<file path="src/rtl/uart_tx_fifo.sv">
// uart_tx_fifo
//   Buffered UART transmitter. Bytes enter a FIFO over a valid/ready handshake
//   and are serialised onto UART_TX as 8N1 frames, with an optional parity bit
//   and an optional second stop bit. Bit timing is derived from sysclk.
//
// Ports
//   sysclk      in   system clock, rising edge
//   reset       in   synchronous, active-high reset
//   TX_DATA     in   byte to enqueue
//   TX_VALID    in   TX_DATA valid this cycle
//   TX_READY    out  FIFO not full
//   UART_TX     out  serial line, idle high (registered)
//   TX_BUSY     out  serialiser not idle (registered)
//   FIFO_COUNT  out  queued entries, excluding the byte being shifted
//
// State table
//   state    | meaning
//   S_IDLE   | line high, waiting for a queued byte
//   S_START  | start bit (low)
//   S_DATA   | data bits, LSB first
//   S_PARITY | parity bit (only when PARITY_EN=1)
//   S_STOP   | stop bit(s), high; may pop the next byte on its last cycle
module uart_tx_fifo #(
  parameter int CLKS_PER_BIT = 10417,
  parameter int FIFO_DEPTH   = 8,
  parameter int PARITY_EN    = 0,
  parameter int PARITY_ODD   = 0,
  parameter int STOP_BITS    = 1
) (
  input  logic                          sysclk,
  input  logic                          reset,
  input  logic [7:0]                    TX_DATA,
  input  logic                          TX_VALID,
  output logic                          TX_READY,
  output logic                          UART_TX,
  output logic                          TX_BUSY,
  output logic [$clog2(FIFO_DEPTH):0]   FIFO_COUNT
);

  localparam int AW = $clog2(FIFO_DEPTH);
  localparam int BW = $clog2(CLKS_PER_BIT);

  localparam logic [AW:0]   CNT_FULL  = (AW+1)'(FIFO_DEPTH);
  localparam logic [AW:0]   CNT_ONE   = (AW+1)'(1);
  localparam logic [AW-1:0] PTR_ONE   = AW'(1);
  localparam logic [BW-1:0] BAUD_LAST = BW'(CLKS_PER_BIT - 1);
  localparam logic [BW-1:0] BAUD_ONE  = BW'(1);
  localparam logic [2:0]    STOP_LAST = 3'(STOP_BITS - 1);

  typedef enum logic [2:0] {
    S_IDLE,
    S_START,
    S_DATA,
    S_PARITY,
    S_STOP
  } state_t;

  // FIFO storage and bookkeeping
  logic [7:0]    r_mem [FIFO_DEPTH];
  logic [AW-1:0] r_wr_ptr;
  logic [AW-1:0] r_rd_ptr;
  logic [AW:0]   r_count;

  // Serialiser
  state_t        r_state;
  logic [BW-1:0] r_baud;
  logic [2:0]    r_bit;     // data bit index in S_DATA, stop bit index in S_STOP
  logic [7:0]    r_shift;
  logic          r_tx;
  logic          r_busy;

  state_t        w_state_next;
  logic [BW-1:0] w_baud_next;
  logic [2:0]    w_bit_next;
  logic [7:0]    w_shift_next;
  logic          w_tx_next;
  logic          w_push;
  logic          w_pop;
  logic          w_has_data;
  logic          w_baud_last;
  logic          w_parity;

  assign w_push      = TX_VALID && (r_count != CNT_FULL);
  assign w_has_data  = (r_count != '0);
  assign w_baud_last = (r_baud == BAUD_LAST);
  assign w_parity    = (^r_shift) ^ (PARITY_ODD != 0);

  always_comb begin
    w_state_next = r_state;
    w_baud_next  = r_baud + BAUD_ONE;
    w_bit_next   = r_bit;
    w_pop        = 1'b0;
    case (r_state)
      S_IDLE: begin
        w_baud_next = '0;
        if (w_has_data) begin
          w_pop        = 1'b1;
          w_state_next = S_START;
        end
      end
      S_START: begin
        if (w_baud_last) begin
          w_state_next = S_DATA;
          w_baud_next  = '0;
          w_bit_next   = '0;
        end
      end
      S_DATA: begin
        if (w_baud_last) begin
          w_baud_next = '0;
          if (r_bit == 3'd7) begin
            w_bit_next   = '0;
            w_state_next = (PARITY_EN != 0) ? S_PARITY : S_STOP;
          end else begin
            w_bit_next = r_bit + 3'd1;
          end
        end
      end
      S_PARITY: begin
        if (w_baud_last) begin
          w_state_next = S_STOP;
          w_baud_next  = '0;
          w_bit_next   = '0;
        end
      end
      S_STOP: begin
        if (w_baud_last) begin
          w_baud_next = '0;
          if (r_bit == STOP_LAST) begin
            w_bit_next = '0;
            // Back-to-back frames: the next byte is popped on the last stop
            // cycle so its start bit follows with no idle gap.
            if (w_has_data) begin
              w_pop        = 1'b1;
              w_state_next = S_START;
            end else begin
              w_state_next = S_IDLE;
            end
          end else begin
            w_bit_next = r_bit + 3'd1;
          end
        end
      end
      default: begin
        w_state_next = S_IDLE;
        w_baud_next  = '0;
        w_bit_next   = '0;
      end
    endcase
  end

  assign w_shift_next = w_pop ? r_mem[r_rd_ptr] : r_shift;

  // Line value is computed from the next state and registered, so UART_TX
  // changes exactly on the bit boundary edge and never glitches.
  always_comb begin
    w_tx_next = 1'b1;
    case (w_state_next)
      S_START:  w_tx_next = 1'b0;
      S_DATA:   w_tx_next = w_shift_next[w_bit_next];
      S_PARITY: w_tx_next = w_parity;
      default:  w_tx_next = 1'b1;
    endcase
  end

  always_ff @(posedge sysclk) begin
    if (reset) begin
      r_state <= S_IDLE;
      r_baud  <= '0;
      r_bit   <= '0;
      r_shift <= '0;
      r_tx    <= 1'b1;
      r_busy  <= 1'b0;
    end else begin
      r_state <= w_state_next;
      r_baud  <= w_baud_next;
      r_bit   <= w_bit_next;
      r_shift <= w_shift_next;
      r_tx    <= w_tx_next;
      r_busy  <= (w_state_next != S_IDLE);
    end
  end

  always_ff @(posedge sysclk) begin
    if (reset) begin
      r_wr_ptr <= '0;
      r_rd_ptr <= '0;
      r_count  <= '0;
    end else begin
      if (w_push) begin
        r_wr_ptr <= r_wr_ptr + PTR_ONE;
      end
      if (w_pop) begin
        r_rd_ptr <= r_rd_ptr + PTR_ONE;
      end
      if (w_push && !w_pop) begin
        r_count <= r_count + CNT_ONE;
      end else if (!w_push && w_pop) begin
        r_count <= r_count - CNT_ONE;
      end
    end
  end

  // Storage needs no reset; clearing the pointers discards the contents.
  always_ff @(posedge sysclk) begin
    if (w_push && !reset) begin
      r_mem[r_wr_ptr] <= TX_DATA;
    end
  end

  assign TX_READY   = (r_count != CNT_FULL);
  assign UART_TX    = r_tx;
  assign TX_BUSY    = r_busy;
  assign FIFO_COUNT = r_count;

endmodule
</file>
<file path="config.mk">
export PLATFORM = sky130hd
export DESIGN_NAME = uart_tx_fifo
export DESIGN_NICKNAME = d
export VERILOG_FILES = /design/src/rtl/uart_tx_fifo.sv
export SDC_FILE = /design/constraint.sdc
export NUM_CORES = 1
export LEC_CHECK = 0
export ABC_AREA = 1
export CAP_MARGIN = 20
export CORE_MARGIN = 3
export CORE_UTILIZATION = 40
export CTS_CLUSTER_DIAMETER = 30
export DETAILED_ROUTE_END_ITERATION = 10
export GPL_ROUTABILITY_DRIVEN = 0
export GPL_TIMING_DRIVEN = 0
export PLACE_DENSITY = 0.53
export SYNTH_ARGS = -nofsm -noshare
export SYNTH_HDL_FRONTEND = slang
export SYNTH_SLANG_ARGS = --single-unit
</file>
<file path="constraint.sdc">
create_clock -name sysclk -period 3.6 [get_ports sysclk]
set_clock_uncertainty 0.1 [all_clocks]
set_input_delay 0.72 -clock sysclk [delete_from_list [all_inputs] [get_ports sysclk]]
set_output_delay 0.72 -clock sysclk [all_outputs]
set_load 0.01 [all_outputs]
</file>
# Word-level counts from Yosys, hierarchy flattened
# Memory sizes are Yosys's and may differ from the RTL's. A register that Yosys moved wholly into a read port is not among the register bits.
# Index checks and enable logic that the tools add are counted.
# totals
out_inout_bits	7
wordCells	73
ram_bits	64
inputBits	11
reg_bits	40
memories	1
# memory_table
memory	depth	width	rd	rd_clocked_by_memory_dff	write_ports	line_no	text
r_mem	8	8	1	1	1	59	logic [7:0] r_mem [FIFO_DEPTH];
# classes
n_mux	29
addsub	6
order_cmp	1
n_reduce_logical	16
eq_ne	10
bitwise	1
# ops
op	count
two-way mux 3 bit	14
one-hot mux 3 bit (5 select lines)	1
adder 14 x 1 -> 14 bit, second input constant	1
== test 14 bit, second input constant	1
== test 3 x 2 -> 1 bit, second input constant	4
one-hot mux 3 bit (4 select lines)	1
adder 3 x 1 -> 3 bit, second input constant	3
two-way mux 4 bit	2
two-way mux 8 bit	1
parity 8 bit	1
two-way mux 1 bit	7
== test 3 x 1 -> 1 bit, second input constant	2
== test 3 bit, second input constant	2
zero test 3 bit	2
adder 4 x 1 -> 4 bit, second input constant	1
logical AND 1 bit	4
less-than comparator 3 x 4 -> 1 bit, second input constant	1
inequality test 4 bit, second input constant	1
nonzero test 4 bit	1
OR reduction 4 bit	1
subtractor 4 x 1 -> 4 bit, second input constant	1
binary-select mux 1 bit (select 3 bit)	1
zero test 1 bit	3
one-hot mux 1 bit (3 select lines)	1
6 further kinds	6

# Depth between registers and ports, before layout
# depth
word_depth	9
depth_mapped	19
depth_no_buf	18

# Worst setup path before layout
# Ideal clock, no wire load.
# synth_path
path_kind	register to register
start	register r_baud[0]
end	register r_count[3] (netlist: FIFO_COUNT[3])
slack_ns	1.167
path_buffers	0
synth_period_minus_slack_ns	2.433
t_required_ns	3.430
t_arrival_ns	2.263
setup_ns	0.070
stages_incl_launch_ff	18
cell_sequence	dfxtp_1 -> inv_1 -> ha_1 -> inv_1 -> nor2_1 -> nand2_1 -> nor2_2 -> nand3_2 -> nand2_2 -> nand2_4 -> ha_1 -> inv_1 -> ha_1 -> a21o_1 -> a21oi_1 -> xor2_1 -> nand2_1 -> a21oi_1
# synth_via
elab_chain_len	6
word_cells_on_any_way	8
cone_classes	1 x eq/ne; 3 x mux; 4 x reduce/logical
# synth_lines
item	line_no	text
start, declared	66	logic [BW-1:0] r_baud;
start signal, assigned	176	r_baud <= w_baud_next;
== test 14 bit (*)	85	assign w_baud_last = (r_baud == BAUD_LAST);
two-way mux 1 bit (*)	127	if (w_baud_last) begin
one-hot mux 1 bit (2 select lines) (*)	93	case (r_state)
zero test 1 bit	196	if (w_push && !w_pop) begin
logical AND 1 bit	196	
two-way mux 4 bit / nonzero test 2 bit (equally long branches)	-	
end signal, assigned	197	r_count <= r_count + CNT_ONE;
end signal, assigned	199	r_count <= r_count - CNT_ONE;
end, declared	62	logic [AW:0] r_count;
# Every way passes the cells marked *; elsewhere a longest branch is shown, timed or not.
# A chain may end at the register's enable or synchronous reset.

# Final worst setup path
# Same ends and word-level chain as after synthesis.

==> flow_summary_export.csv <==
group,metric,value,unit
run_status,status,"finished, final reports clean",
sta,slew_viol_final,0,
sta,tightest_slew,1020,ps
yosys,synthDistinctLibCells,36,
yosys,syn-cell-area,4990,µm²
floorplan,die_width,118,µm
routing,dr_total_vias,3643,
yosys,synth_most_common_cell,"nand2_1",
routing,wl_per_cell,13.4,µm
floorplan,die-area,13800,µm²
yosys,yosys_register_bits,107,
yosys,synth.yosys.seq_area_share,55.8,%
final_layout,design_area,5680,µm²
floorplan,rows,40,
clocking,post_cts_resized,0,
yosys,ys_top_cells_by_area,"edfxtp_1 39%, dfxtp_1 17%, nand2_1 13%, nor2_1 5.1%, inv_1 4.2%",
pwr,power.density,691,nW/µm²
critical_path,crit_path_start,"r_baud[0]",
sta,finalCritPeriodShare,76.0,%
yosys,synth_commonest_cells,"171 x nand2_1, 68 x nor2_1, 64 x edfxtp_1",
yosys,synth_edf_count,64,
routing,drtPass1Iterations,4,
final_layout,num_antenna_cells,0,
yosys,syn_nets,599,
floorplan,initial_core_util,41.2,%
clocking,clk_pin_slew,70,ps
pwr,p_int,2.46,mW
floorplan,core-area,12100,µm²
sta,fin_crit,2740,ps
sta,max_freq,365,MHz
sta,finalSetupTns,0,ps
clocking,post_cts_buffers,0,
pwr,p_clk_share,23.8,%
critical_path,end_kind,"register",
min_path,hp-start,"r_rd_ptr[2]",
clocking,cts_root_buf,"clkbuf_16",
critical_path,cp-start-kind,"register",
place,place_area,5390,µm²
critical_path,critical_path_class,"register to register",
sta,relSlewSlack,31.4,%
place,dp_hpwl,7.31,mm
pwr,irDropWorstVdd,0.323,mV
yosys,synth.largest_area_cell,"edfxtp_1",
global_route,grt_max_degree,20,
floorplan,pin_count,18,
sta,rsz0062_at_grt,"no",
yosys,synth_top_area_share,38.5,%
routing,wl,10.4,mm
yosys,async_flop_share,0,%
clocking,max-clock-path-buffers,2,
pwr,swShare,37.3,%
min_path,hold_path.class,"register to register",
critical_path,crit_arrival,2910,ps
clocking,numCtsBuffers,9,
yosys,synthFlopType,"edfxtp_1",
critical_path,cp_data_required_time,3770,ps
pwr,seq_power_share,38.5,%
clocking,clk_latency,340,ps
pwr,power_leakage,2.33,nW
yosys,ys_warn_count,0,
final_layout,syn_to_final_growth,13.8,%
clocking,cts_tree,"done",
global_route,grt_pass1_vias,3449,
clocking,htree_levels,3,
global_route,antenna_found_initial,0,
pwr,comb_power_share,37.7,%
global_route,track_usage,15.7,%
yosys,syn_inst,577,
place,io_buffers,16,
routing,drtIter0Drc,202,
sta,finalSetupViolCount,0,
critical_path,rr_startpoint,"r_baud[0]",
routing,vias_per_cell,4.68,
global_route,grt_overflow,0,
global_route,grt_pass1_wl,17.2,mm
final_layout,nets,627,
yosys,avgSynthCellArea,8.65,µm²
pwr,p_sw,1.46,mW
run,drv_cap,0,
routing,post-route-drc-count,0,
clocking,ctsHoldBuffers,0,
clocking,cts.sink_count,107,
routing,antenna_left,0,
floorplan,die_h,118,µm
critical_path,path_max_fanout,9,
sta,hold_violations,0,
final_layout,layout-drive-gt1-share,9.02,%
worst paths after layout:
| check | end | slack, ps | depth (start not counted) |
|---|---|---|---|
| setup reg to reg | FIFO_COUNT[3] | 860 | 17 |
| hold / removal | r_rd_ptr[2] | 350 | 1 |
| setup / recovery | FIFO_COUNT[3] | 860 | 17 |
| hold reg to reg | r_rd_ptr[2] | 350 | 1 |
flip-flops by register name, indices dropped and copies added (netlist names), named ones only:
| name | flops |
|---|---|
| r_baud | 14 |
| UART_TX | 1 |
| r_wr_ptr | 3 |
| r_mem | 64 |
| r_state | 3 |
| FIFO_COUNT | 4 |
| r_shift | 8 |
| r_rd_ptr | 3 |
| r_bit | 3 |
| TX_BUSY | 1 |
worst max-delay path, cell delays in order (launching register included):
cell,delay [ps]
dfxtp_1,340
inv_1,60
ha_1,170
inv_1,60
nor2_1,80
nand2_1,60
nor2_2,190
nand3_2,130
nand2_2,120
nand2_4,90
ha_1,230
inv_1,120
ha_1,240
a21o_1,170
a21oi_1,150
xor2_1,150
nand2_1,70
a21oi_1,110
through the flow:
step | total power, mW | hold WS, ps | setup WS (ps) | utilization, % | cells
after floorplan | 2.60 | 312 | 1170 | - | 577
after global placement | 3.00 | 325 | 176 | 44.2 | 761
after detailed placement | 3.03 | 344 | 662 | 44.5 | 762
after CTS | 3.98 | 354 | 823 | 46.9 | 778
after global routing | 4.24 | 371 | 595 | 46.9 | 778
final | 3.93 | 354 | 863 | 46.9 | 778
power groups by stage:
| stage | registers, mW | clock network, mW | logic, mW |
|---|---|---|---|
| after floorplan | 1.53 | 0 | 1.07 |
| after global placement | 1.53 | 0 | 1.47 |
| after detailed placement | 1.54 | 0 | 1.49 |
| after CTS | 1.51 | 0.962 | 1.50 |
| after global routing | 1.53 | 1.01 | 1.70 |
| final | 1.51 | 0.934 | 1.48 |
final cells by class:
cell class,count,area (µm²)
fillers,1208,6430
flip-flops and latches,107,2780
multi-input cells,390,1910
inverters,66,248
clock buffers,10,229
well taps,168,210
repair buffers,17,171
plain buffers,14,70.1
clock inverters,6,57.6
cell usage in the layout, fill, tap and decap left out, types with 3 or more instances in the layout:
cell type        count
inv_2                7
o21ai_0             32
nor2_1              68
xor2_1               5
xnor2_1              5
clkdlybuf4s50_1     16
clkbuf_16            9
nor2_4               3
clkinv_1             3
nand3_1             32
o21a_1               5
nor3_2               6
nand2_1            171
dfxtp_1             43
nor2_2               4
inv_8                3
ha_1                10
a21oi_1             23
clkbuf_1             5
edfxtp_1            64
inv_1               56
buf_2                8
nand2_2              4
nand3b_1             3
layer usage:
metal,global-route usage [%],part of all wire [%],vias up
met1,19.7,46,1661
met4,4.54,1.6,0
met5,0,0,-
met3,3.36,3.5,13
met2,27.3,49,51
li1,-,-,1918
cells by family after synthesis:
group | Yosys count | share of synthesized area (%)
adder cells (fa/ha/maj) | 11 | 2.91
AND/OR/NAND/NOR | 301 | 25.9
buffers and inverters | 80 | 6.37
AO/OA/AOI/OAI | 68 | 7.32
flip-flops | 107 | 55.8
XOR/XNOR | 10 | 1.76
No activity file was read; power rests on OpenSTA's default activity.
